File: config.mk
export PLATFORM = sky130hd
export DESIGN_NAME = ifetch_r32i
export DESIGN_NICKNAME = d
export VERILOG_FILES = /design/src/rtl/ifetch_r32i.sv
export SDC_FILE = /design/constraint.sdc
export NUM_CORES = 1
export LEC_CHECK = 0
export CAP_MARGIN = 20
export CORE_MARGIN = 2
export CORE_UTILIZATION = 30
export CTS_BUF_LIST = sky130_fd_sc_hd__clkbuf_4 sky130_fd_sc_hd__clkbuf_8
export DETAILED_ROUTE_END_ITERATION = 10
export GPL_TIMING_DRIVEN = 0
export PLACE_DENSITY = 0.53
export SYNTH_ARGS = -nofsm -noshare
export SYNTH_HDL_FRONTEND = slang
export SYNTH_SLANG_ARGS = --single-unit
File: constraint.sdc
create_clock -name clock -period 11.8 [get_ports clock]
set_input_delay 1.18 -clock clock [delete_from_list [all_inputs] [get_ports clock]]
set_output_delay 1.18 -clock clock [all_outputs]
set_load 0.02 [all_outputs]
File: src/rtl/ifetch_r32i.sv
// rtl/ifetch_r32i.sv - RV32I instruction fetch unit with instruction FIFO
//
// Fetches one word per accepted program address over a req/ack memory
// handshake and buffers the results for the decoder.
//   clock, reset        rising-edge clock, async active-high reset
//   ProgAddr, PCStall   address from the PC; PCStall tells the PC to hold
//   Flush               taken branch: drop buffered and in-flight fetches
//   MemReq/MemAddr      read request to instruction memory
//   MemAck/MemRData     memory response, data valid with ack
//   InstrValid/Instr/InstrAddr/InstrReady  decoder handshake, FIFO head
//   FetchFault          sticky misaligned-fetch flag
module ifetch_r32i #(
  parameter int dataW = 32,
  parameter int Depth = 2
) (
  input  logic             clock,
  input  logic             reset,
  input  logic [dataW-1:0] ProgAddr,
  input  logic             Flush,
  output logic             PCStall,
  output logic             MemReq,
  output logic [dataW-1:0] MemAddr,
  input  logic             MemAck,
  input  logic [dataW-1:0] MemRData,
  output logic             InstrValid,
  output logic [dataW-1:0] Instr,
  output logic [dataW-1:0] InstrAddr,
  input  logic             InstrReady,
  output logic             FetchFault
);

  localparam int PtrW = (Depth > 1) ? $clog2(Depth) : 1;
  localparam int CntW = PtrW + 1;
  localparam logic [CntW-1:0] DepthC = CntW'(Depth);

  localparam logic [1:0] IDLE    = 2'd0;
  localparam logic [1:0] REQ     = 2'd1;
  localparam logic [1:0] DISCARD = 2'd2;
  localparam logic [1:0] FAULT   = 2'd3;

  logic [1:0]       state;
  logic [CntW-1:0]  count;
  logic [PtrW-1:0]  rd_ptr;
  logic [PtrW-1:0]  wr_ptr;
  logic [dataW-1:0] fifo_data [Depth];
  logic [dataW-1:0] fifo_addr [Depth];
  logic             accept;
  logic             push;
  logic             pop;

  // Acceptance looks only at registered occupancy, so a slot is always
  // reserved for the single outstanding request when its ack arrives.
  assign accept     = (state == IDLE) && (count < DepthC) && !Flush;
  assign PCStall    = !accept;
  assign push       = (state == REQ) && MemAck && !Flush;
  assign pop        = (count != '0) && InstrReady && !Flush;
  assign InstrValid = (count != '0);
  assign Instr      = fifo_data[rd_ptr];
  assign InstrAddr  = fifo_addr[rd_ptr];

  always_ff @(posedge clock or posedge reset) begin
    if (reset) begin
      state      <= IDLE;
      MemReq     <= 1'b0;
      MemAddr    <= '0;
      FetchFault <= 1'b0;
    end else begin
      case (state)
        IDLE: begin
          if (accept) begin
            if (ProgAddr[1:0] == 2'b00) begin
              MemAddr <= ProgAddr;
              MemReq  <= 1'b1;
              state   <= REQ;
            end else begin
              FetchFault <= 1'b1;
              state      <= FAULT;
            end
          end
        end
        REQ: begin
          // A request cannot be withdrawn; a flush before the ack leaves
          // it running in DISCARD so its data can be thrown away.
          if (MemAck) begin
            MemReq <= 1'b0;
            state  <= IDLE;
          end else if (Flush) begin
            state <= DISCARD;
          end
        end
        DISCARD: begin
          if (MemAck) begin
            MemReq <= 1'b0;
            state  <= IDLE;
          end
        end
        default: begin
          MemReq <= 1'b0;
          state  <= FAULT;
        end
      endcase
    end
  end

  always_ff @(posedge clock or posedge reset) begin
    if (reset) begin
      count  <= '0;
      rd_ptr <= '0;
      wr_ptr <= '0;
      for (int i = 0; i < Depth; i++) begin
        fifo_data[i] <= '0;
        fifo_addr[i] <= '0;
      end
    end else if (Flush) begin
      count  <= '0;
      rd_ptr <= '0;
      wr_ptr <= '0;
    end else begin
      if (push) begin
        fifo_data[wr_ptr] <= MemRData;
        fifo_addr[wr_ptr] <= MemAddr;
        wr_ptr            <= wr_ptr + PtrW'(1);
      end
      if (pop) begin
        rd_ptr <= rd_ptr + PtrW'(1);
      end
      case ({push, pop})
        2'b10:   count <= count + CntW'(1);
        2'b01:   count <= count - CntW'(1);
        default: count <= count;
      endcase
    end
  end

endmodule

# Word level (Yosys, flattened, before mapping)
# Cells that the tools add are included.
# totals
regBits	168
elab_cells	79
output_inout_bits	100
# op_classes
n_eq_ne	9
bitwise_logic	4
n_reduce_logical	21
add_sub_neg	4
order_cmp	4
mux	26
# ops
op	n
$mux W32	7
$bwmux W64	2
$demux W32 S1	1
$mux W2	6
$reduce_and A3 Y1	4
$logic_and A1 B1 Y1	7
$mux W1	7
$pmux W2 S3	1
$reduce_bool A2 Y1	3
$eq A2 B1 Y1 const B	2
$eq A2 B2 Y1 const B	2
$ge A2 B2 Y1 const B	2
$logic_not A2 Y1	2
$ne A2 B1 Y1 const B	2
$ne A2 B2 Y1 const B	2
$not A1 Y2	2
$pmux W2 S2	1
$ne A3 B3 Y1 const B	1
$reduce_bool A3 Y1	1
$add A1 B1 Y1 const B	2
$add A2 B1 Y2 const B	1
$logic_not A1 Y1	2
$lt A2 B1 Y1 const B	1
$lt A2 B2 Y1 const B	1
other kinds (5)	6

# Longest topological paths before layout
# depth
ltp_word	6
mapped_depth	6

# Worst setup path before layout
# No wires, ideal clock.
# synth_path
kind	input port to output port
from	input port Flush
to	output port PCStall
arrival_time_ps	1584
path_stages	3
path_slack_ps	9036
t_required_ps	10620
n_path_buf	1
cell_sequence	buf_6 -> nor2_1 -> nand2_1
# synth_via
elab_chain_cells	3
# synth_lines
element	line_no	source
start, declared	19	input logic Flush,
$logic_not A1 Y1	53	assign accept = (state == IDLE) && (count < DepthC) && !Flush;
$logic_and A1 B1 Y1	53	
$logic_not A1 Y1	54	assign PCStall = !accept;
end, declared	20	output logic PCStall,
# No other way between the ends.

# Worst setup path in the final report
# layout_path
from	register rd_ptr
to	output port InstrAddr[19]
# layout_via
elab_chain_cells	4
# layout_lines
element	line_no	source
start, declared	43	logic [PtrW-1:0] rd_ptr;
start signal, assigned	125	rd_ptr <= rd_ptr + PtrW'(1);
$not A1 Y2 (implied by the code)	59	assign InstrAddr = fifo_addr[rd_ptr];
$mux W32 (implied by the code) (3 in series)	59	
end, declared	27	output logic [dataW-1:0] InstrAddr,
# No other way between the ends. The select of a mux whose other input is x is not followed.

==> impl_metrics.csv <==
group,metric,value,unit
outcome,status,"finished, final reports clean",
global_route,grtUsageMet1,16.9,%
placed_design,io_buffers,167,
hold_path,min_path_type,"reg -> reg",
finish,fin_area,9670,µm²
synthesis,synthXorXnorAreaFrac,0.366,%
sta,rsz0062_at_grt,"no",
floorplan,core_area,23500,µm²
worst_setup_path,crit_path_end_kind,"primary output",
synthesis,synthesis.area,7180,µm²
sta,relSlewSlack,49.4,%
worst_setup_path,cp.arrival,2.65,ns
synthesis,ys_top_cells_by_area,"dfrtp_1, mux2_2, buf_6",
synthesis,avgSynthCellArea,15.7,µm²
floorplan,initial_utilization,30.6,%
cts,cts_tree,"yes",
power,power.leakage,4.65,nW
global_route,grt_usage,13.7,%
finish,drive_gt1_share,42.2,%
cts,root_buffer,"clkbuf_8",
sta,period_needed,3.83,ns
routing,drc_errors,0,
global_route,grt_util_met3,5.77,%
cts,post_cts_hold_buffer_count,0,
placed_design,hpwl,11600,µm
global_route,overflow,0,
cts,cts_max_level,4,
sta,drv_slew,0,
placed_design,post-place-ws,8.33,ns
synthesis,synth-compound-area-share,0.941,%
synthesis,synth_top_cell_by_area,"dfrtp_1",
worst_setup_path,worst-path-max-fanout,10,
sta,fin_skew,0.0114,ns
cts,numCtsBuffers,17,
floorplan,die_w,159,µm
synthesis,synth_top_area_share,58.6,%
routing,routed_wl,16800,µm
global_route,grt_pass1_vias,4841,
finish,fin_util,41.2,%
synthesis,synthFlopType,"dfrtp_1",
worst_setup_path,crit_family,"buffers and inverters",
synthesis,post_synth_fa_ha_maj_area_fraction,0.697,%
flow_run,drv_cap,0,
worst_setup_path,worstPathRequired,10.62,ns
synthesis,syn-num-nets,531,
sta,fin_crit_sh,32.5,%
cts,clock_latency,0.45,ns
worst_setup_path,crit_slowest_cell,"clkdlybuf4s50_1",
synthesis,synth_most_common_cell,"mux2_2",
finish,area_growth,34.8,%
synthesis,ys_ff_latch,168,
cts,postCtsSetupBuffers,0,
placed_design,gp_congestion,0.707,
global_route,antenna_found_initial,0,
placed_design,post_dp_cell_area,9280,µm²
sta,setup_viol,0,
cts,cts_buffer_depth,2,
floorplan,die_y,159,µm
finish,fillers,2214,
routing,wl_per_cell,17.2,µm
worst_setup_path,cp-start-kind,"flip-flop",
global_route,grt_pass1_wl,26000,µm
finish,fin_nets,718,
worst_setup_path,cpPeakStageDelay,0.57,ns
sta,fmax,261,MHz
synthesis,postSynthCellCount,458,
routing,ant_nets,0,
worst_setup_path,cp_num_buf_inv,3,
power,vdd_drop_max,0.0610,mV
floorplan,dieArea,25200,µm²
global_route,met2_usage,22.2,%
synthesis,synth-simple-area-share,1.90,%
sta,setup_ws,7.97,ns
finish,n_antenna_cell,0,
synthesis,synth.yosys.seq_area_share,58.6,%
floorplan,top_level_ports,169,
routing,via_per_inst,4.50,
synthesis,netlist-cell-type-count,29,
cts,cts.sinks,168,
synthesis,synth_top_family_by_area,"multiplexers",
cts,cts_resized,0,
worst_setup_path,crit_path_cell_trace,"clkbuf_1 -> buf_2 -> mux2_2 -> clkdlybuf4s50_1",
synthesis,ys_async_sr_fraction,100,%
routing,num_vias,4393,
cts,clk_pin_slew,0.09,ns
worst_setup_path,worstSetupPathType,"reg -> out",
synthesis,synth_edf_count,0,
synthesis,yosys_warnings,0,
sta,tns,0,ns
floorplan,num_rows,56,
routing,drtPass1Iterations,4,
sta,finalHoldViolCount,0,
global_route,grt_start_max_net_pins,114,
sta,max_slew.worst_pin.slew,0.758,ns
power,power.density,106,nW/µm²
global_route,top_usage_layer,"met2",
routing,drtIter0Drc,107,
synthesis,synthTopCellsByCount,"mux2_2, dfrtp_1, buf_2",
synthesis,synth.mux.area_fraction,35.0,%
## worst reg2reg max path, cell delays in order, from the launching register on
cell and delay, ns:
dfrtp_1 0.41, inv_1 0.11, ha_1 0.27, nand2_2 0.14, nor3_4 0.57, buf_6 0.26, mux2_2 0.36
## where the power goes
part | internal, W | switching [W]
logic | 0.0000215 | 0.0000175
registers | 0.000575 | 0
clock network | 0.000177 | 0.000237
## path summary, 6_finish.rpt
check	startpoint	depth (start not counted)	slack [ns]	endpoint
worst max-delay path	rd_ptr	4	7.97	InstrAddr[19]
max in group asynchronous	reset	3	9.75	MemAddr[31]
worst max register to register	state[1]	6	9.57	fifo_addr[53]
worst min register to register	FetchFault	1	0.48	FetchFault
worst min-delay path	FetchFault	1	0.48	FetchFault
min in group asynchronous	reset	2	1.14	fifo_data[21]
## cell usage in the layout, fill, tap and decap left out, drive strengths merged, types with 2 or more instances in the layout
| cell | netlist | layout |
|---|---|---|
| nand4 | 2 | 2 |
| buf | 21 | 22 |
| xor2 | 2 | 2 |
| a21oi | 4 | 4 |
| dfrtp | 168 | 168 |
| nor2b | 2 | 2 |
| inv | 7 | 18 |
| clkbuf | 2 | 19 |
| and2 | 2 | 2 |
| clkinv | 0 | 3 |
| nand2 | 4 | 4 |
| mux2 | 222 | 222 |
| clkdlybuf4s50 | 0 | 167 |
| ha | 4 | 4 |
| nor2 | 6 | 6 |
## state kept, by name, indices dropped and copies added (netlist names)
signal / count
MemReq: 1
MemAddr: 32
rd_ptr: 1
fifo_data: 64
state: 2
FetchFault: 1
wr_ptr: 1
fifo_addr: 64
count: 2
## metrics by stage
step           instances  hold slack [ns]  total power (W)
5_1_grt              977            0.504          0.00108
2_1_floorplan        458            0.454         0.000597
3_5_place_dp         945            0.471         0.000627
6_report             977            0.483          0.00103
3_3_place_gp         944            0.460         0.000624
4_1_cts              977            0.495          0.00105
## layout make-up
cell class | count | area [µm²] | share of cell area [%]
Buffer | 23 | 156 | 1.62
Tap cell | 319 | 399 | 4.13
Inverter | 7 | 33.8 | 0.349
Multi-Input combinational cell | 260 | 2790 | 28.8
Clock inverter | 15 | 155 | 1.60
Clock buffer | 17 | 234 | 2.42
Sequential cell | 168 | 4200 | 43.5
Timing Repair Buffer | 168 | 1700 | 17.6
## kinds of logic after synthesis
logic type / Yosys count
AOI/OAI and AO/OA: 10
buffers and inverters: 30
adders and majority gates: 4
muxes: 223
and+or+nand+nor: 20
xor gates and xnor gates: 3
DFF: 168
## layer usage
layer  share of wire, %  vias to the layer above
li1                   -                     2008
met1                 43                     2241
met2                 47                      135
met3                8.9                        9
met4               0.77                        0
met5                  0                        -
Note: power is estimated with default switching activity, not from simulation.
==> edit 1, RTL diff (config.mk and constraints unchanged) <==
Register the output `FetchFault` once more, cleared by the reset; this adds one clock of latency there. The other outputs are not delayed to match.
--- a/src/rtl/ifetch_r32i.sv
+++ b/src/rtl/ifetch_r32i.sv
@@ -38,6 +38,8 @@
   localparam logic [1:0] DISCARD = 2'd2;
   localparam logic [1:0] FAULT   = 2'd3;
 
+  logic FetchFault_s0;
+
   logic [1:0]       state;
   logic [CntW-1:0]  count;
   logic [PtrW-1:0]  rd_ptr;
@@ -63,7 +65,7 @@
       state      <= IDLE;
       MemReq     <= 1'b0;
       MemAddr    <= '0;
-      FetchFault <= 1'b0;
+      FetchFault_s0 <= 1'b0;
     end else begin
       case (state)
         IDLE: begin
@@ -73,7 +75,7 @@
               MemReq  <= 1'b1;
               state   <= REQ;
             end else begin
-              FetchFault <= 1'b1;
+              FetchFault_s0 <= 1'b1;
               state      <= FAULT;
             end
           end
@@ -132,5 +134,13 @@
     end
   end
 
+  always_ff @(posedge clock or posedge reset) begin
+    if (reset) begin
+      FetchFault <= '0;
+    end else begin
+      FetchFault <= FetchFault_s0;
+    end
+  end
+
 endmodule
 
Check against the original RTL: not equivalent (a bounded check fails within 4 cycles, from zero or initial values and one cycle with reset high).
==> edit 1 against the original RTL <==
  * Power up 3.3%
  * Clock skew down 0.0012 ns
  * Die area up 0.34%
  * Worst hold slack worse by 0.096 ns
  * Highest routed layer unchanged
  * Non-clock buffer count unchanged
  * Design area up 0.69%
  * Critical path type unchanged
  * Routed wire length up 0.16%
  * Sequential cell count up 1
  * Via count up 0.50%
  * Setup slack worse by 0.0015 ns
  * Synthesized cell count up 0.22%
  * Synthesized area up 0.35%
  * Critical path depth unchanged
==> edit 1: results (changes against the original RTL) <==
run status -> finished clean
DRT iter0 DRCs -> 158 (+48%)
cell depth of the worst hold path -> 0 (-1)
Filler cells -> 2238 (+1.1%)
placed insts -> 946 (+0.11%)
reg2reg start -> state[1]$_DFFE_PP0P_
H-tree levels -> 4 (unchanged)
clk_skew -> 0.0103 ns (-0.00116 ns)
Leak -> 4.67 nW (+0.48%)
R2R depth -> 6 (unchanged)
post-CTS sizing -> 0 (unchanged)
FF-to-FF setup slack -> 9.54 ns (-0.03 ns)
adder-cell share of the synthesized area -> 0.695% (-0.0024 points)
IO buf count -> 167 (unchanged)
via/cell ratio -> 4.52 (+0.50%)
Avg WL per Cell -> 17.2 um (+0.16%)
worst slew pin tran -> 0.696 ns (-0.0622 ns)
Final HPWL DP -> 11.7 mm (+1.0%)
Worst EP arrival -> 2.65 ns (about the same)
nets -> 719 (+0.14%)
hold_sp -> FetchFault_s0$_DFFE_PP0P_
post-synthesis compound-gate area fraction -> 0.938% (-0.0033 points)
RR Endpoint -> fifo_addr[56]$_DFFE_PP0P_
initial antenna violation count -> 0 (unchanged)
mux contribution to synthesized area -> 34.9% (-0.12 points)
Worst VDD drop -> 0.0000545 V (-11%)
global-route wire length before repair -> 27.1 mm (+4.2%)
largest net degree at the start of global routing -> 113 (-0.88%)
CP Capture Point -> InstrAddr[17]
Crit Path Max Fanout -> 10 (unchanged)
synth top area cells -> dfrtp_1 (59%), mux2_2 (34%), buf_6 (1.1%), buf_2 (0.97%), mux2_1 (0.94%)
Hold Path End -> FetchFault$_DFF_PP0_
vias in the first global route -> 4987 (+3.0%)
post-synthesis sequential area ratio -> 58.7% (+0.14 points)
global placer's final weighted congestion -> 0.701 (-0.92%)
ys flop type -> dfrtp_1
Synth top cells by count -> mux2_2 (216), dfrtp_1 (169), buf_2 (14), buf_6 (7), inv_1 (7)
Total Routing Usage GR -> 13.6% (-0.045 points)
layout cell share with drive strength beyond 1 -> 42.1% (-0.15 points)
Sw Pwr -> 0.000230 W (-9.7%)
Syn Nets -> 532 (+0.19%)
xor and xnor area share after synthesis -> 0.365% (-0.0013 points)
Mean Syn Cell Area -> 15.7 um^2 (+0.13%)
edit 1: cell count changes in the layout (fill, tap and decap cells not counted), moves of 2 or more:
cell / change
clkbuf_8: +3
bufinv_16: +2
inv_6: -6
clkinv_2: -2
clkbuf_4: +2
inv_8: -4
clkinv_4: +2
clkinvlp_4: +2
edit 1: metal layers:
layer,up-vias,GRT usage [%],share of wire (%)
met4,0,2.98,0.55
met5,-,0,0
met1,2273,17.1,44
li1,2004,-,-
met2,132,22.2,48
met3,6,5.65,7.5
edit 1: metrics by stage:
stage	cell area [um^2]	power [W]	setup WS [ns]	util, %	hold WS (ns)
floorplan	7200	0.000601	6.04	-	0.348
global placement	9270	0.000628	3.84	39.4	0.358
detailed placement	9310	0.000630	8.36	39.5	0.372
CTS	9740	0.00108	7.84	41.4	0.396
global route	9740	0.00111	7.78	41.4	0.412
finish	9740	0.00106	7.97	41.4	0.387
edit 1: layout make-up:
| type | count | area [um^2] | area share, % |
|---|---|---|---|
| repair buffers | 168 | 1700 | 17.4 |
| multi-input cells | 260 | 2790 | 28.7 |
| clock buffers | 22 | 290 | 2.98 |
| clock inverters | 9 | 140 | 1.44 |
| plain buffers | 23 | 156 | 1.61 |
| flip-flops and latches | 169 | 4230 | 43.4 |
| inverters | 7 | 33.8 | 0.347 |
| well taps | 319 | 399 | 4.10 |
edit 1: power by group through the flow:
stage,logic [W],clock network (W),registers [W]
floorplan,0.0000104,0,0.000590
global placement,0.0000372,0,0.000590
detailed placement,0.0000402,0,0.000590
CTS,0.0000405,0.000462,0.000579
global route,0.0000437,0.000487,0.000579
finish,0.0000392,0.000444,0.000579
==> edit 2, RTL diff (config.mk and constraints unchanged) <==
Made on the original files. Change the parameter `Depth` from 2 to 4.
--- a/src/rtl/ifetch_r32i.sv
+++ b/src/rtl/ifetch_r32i.sv
@@ -11,7 +11,7 @@
 //   FetchFault          sticky misaligned-fetch flag
 module ifetch_r32i #(
   parameter int dataW = 32,
-  parameter int Depth = 2
+  parameter int Depth = 4
 ) (
   input  logic             clock,
   input  logic             reset,
Check against the original RTL: same outputs for any inputs over 4 cycles, from zero or initial values and one cycle with reset high; that may be too few to reach the edited logic, so the function may still have changed.
==> edit 2 against the original RTL <==
  * Sequential cell count grew 131
  * Clock power rose to 2.6 times the old value
  * Sequential power increased to 2.6 times the old value
  * Synthesized area rose by 81%
  * Power grew to 3.9 times the old value
  * Design area is 72% higher
  * Critical path depth increased by 1
  * Setup slack lost 0.31 ns
  * Routed wire length grew 86%
  * Non-clock buffer count is 22 higher
==> edit 2: results (changes against the original RTL) <==
run status -> finished clean
biggest regs -> fifo_addr: 128 flops, fifo_data: 128 flops, MemAddr: 32 flops
RR Endpoint -> count[2]$_DFFE_PP0P_
Final HPWL DP -> 20.3 mm (+75%)
H-tree levels -> 2 (-2)
min Tclk post-route -> 4.14 ns (+0.311 ns)
worst slew pin tran -> 0.677 ns (-0.0811 ns)
post-synthesis sequential area ratio -> 57.6% (-0.97 points)
layout cell share with drive strength beyond 1 -> 48.7% (+6.4 points)
adder-cell share of the synthesized area -> 0.925% (+0.23 points)
DRT Wirelength -> 31.3 mm (+86%)
Clk Latency, worst-skew pair -> 0.61 ns (+0.16 ns)
Critical Path Source -> rd_ptr[1]$_DFFE_PP0P_
met3 Use GR -> 4.21% (-1.6 points)
TritonCTS buffer count -> 55 (+38)
initial antenna violation count -> 1 (+1)
xor and xnor area share after synthesis -> 0.337% (-0.029 points)
synth top area cells -> dfrtp_1 (58%), mux2_2 (25%), mux4_2 (11%), buf_6 (2.1%), ha_1 (0.77%)
met1 usage -> 18.9% (+2.0 points)
Synth top cells by count -> dfrtp_1 (299), mux2_2 (286), mux4_2 (64), buf_6 (24), buf_2 (15)
Worst VDD drop -> 0.000118 V (+93%)
vias in the first global route -> 8174 (+69%)
Max Root-Sink Buffers -> 3 (+1)
Post-DP Area -> 0.0155 mm^2 (+67%)
R2R depth -> 9 (+3)
Distinct cells, synth -> 33 (+14%)
Worst EP arrival -> 2.96 ns (+0.31 ns)
clk slew on worst S/H paths -> 0.06 ns (-0.03 ns)
via/cell ratio -> 4.60 (+2.2%)
IO buf count -> 168 (+0.60%)
register area -> 0.00748 mm^2 (+78%)
Total Routing Usage GR -> 14.5% (+0.84 points)
nets -> 1067 (+49%)
==> edit 2: area by class of cell <==
cell class	count	area share, %
flip-flops and latches	299	44.9
multi-input cells	413	30.7
repair buffers	170	10.4
clock buffers	90	6.76
well taps	585	4.39
plain buffers	43	2.23
clock inverters	9	0.421
inverters	7	0.203
==> edit 2: per-stage QoR <==
step	cells	total power (W)	setup TNS (ns)
2_1_floorplan	762	0.00237	0
3_3_place_gp	1515	0.00299	-585.44
3_5_place_dp	1517	0.00302	0
4_1_cts	1616	0.00412	0
5_1_grt	1616	0.00428	0
6_report	1616	0.00403	0
==> edit 2: worst min path at each step <==
stage                         startpoint                        end  slack (ns)  cells after the start
5_1_grt           FetchFault$_DFFE_PP0P_     FetchFault$_DFFE_PP0P_        0.49                      1
3_3_place_gp      FetchFault$_DFFE_PP0P_     FetchFault$_DFFE_PP0P_        0.47                      1
4_1_cts           FetchFault$_DFFE_PP0P_     FetchFault$_DFFE_PP0P_        0.48                      1
6_report          FetchFault$_DFFE_PP0P_     FetchFault$_DFFE_PP0P_        0.47                      1
3_5_place_dp      FetchFault$_DFFE_PP0P_     FetchFault$_DFFE_PP0P_        0.46                      1
2_1_floorplan  fifo_addr[60]$_DFFE_PP0P_  fifo_addr[60]$_DFFE_PP0P_        0.47                      1
==> edit 2: power by group through the flow <==
stage / logic (W) / clock network, W / registers (W)
2_1_floorplan: 0.000836 / 0 / 0.00153
3_3_place_gp: 0.00146 / 0 / 0.00154
3_5_place_dp: 0.00147 / 0 / 0.00154
4_1_cts: 0.00148 / 0.00111 / 0.00153
5_1_grt: 0.00155 / 0.00116 / 0.00157
6_report: 0.00144 / 0.00106 / 0.00152
==> edit 2: logic make-up after synthesis <==
kind of cell	after synthesis
compound gates	14
buf+inv	50
xor+xnor	5
simple gates	33
fa+ha+maj	9
flops	299
mux	352
==> edit 2: critical path, stage by stage, from the launching register on <==
cell             delay (ns)
dfrtp_1                0.35
buf_2                  0.38
buf_4                  0.30
buf_2                  0.35
mux4_2                 0.37
clkdlybuf4s50_1        0.60
==> edit 2: metal layers <==
layer,share of wire [%],up-vias,routed length [um]
met2,47,166,14700
met3,6.2,50,1940
met4,2.3,2,718
met5,0.051,-,16
met1,44,3928,13900
li1,-,3283,-
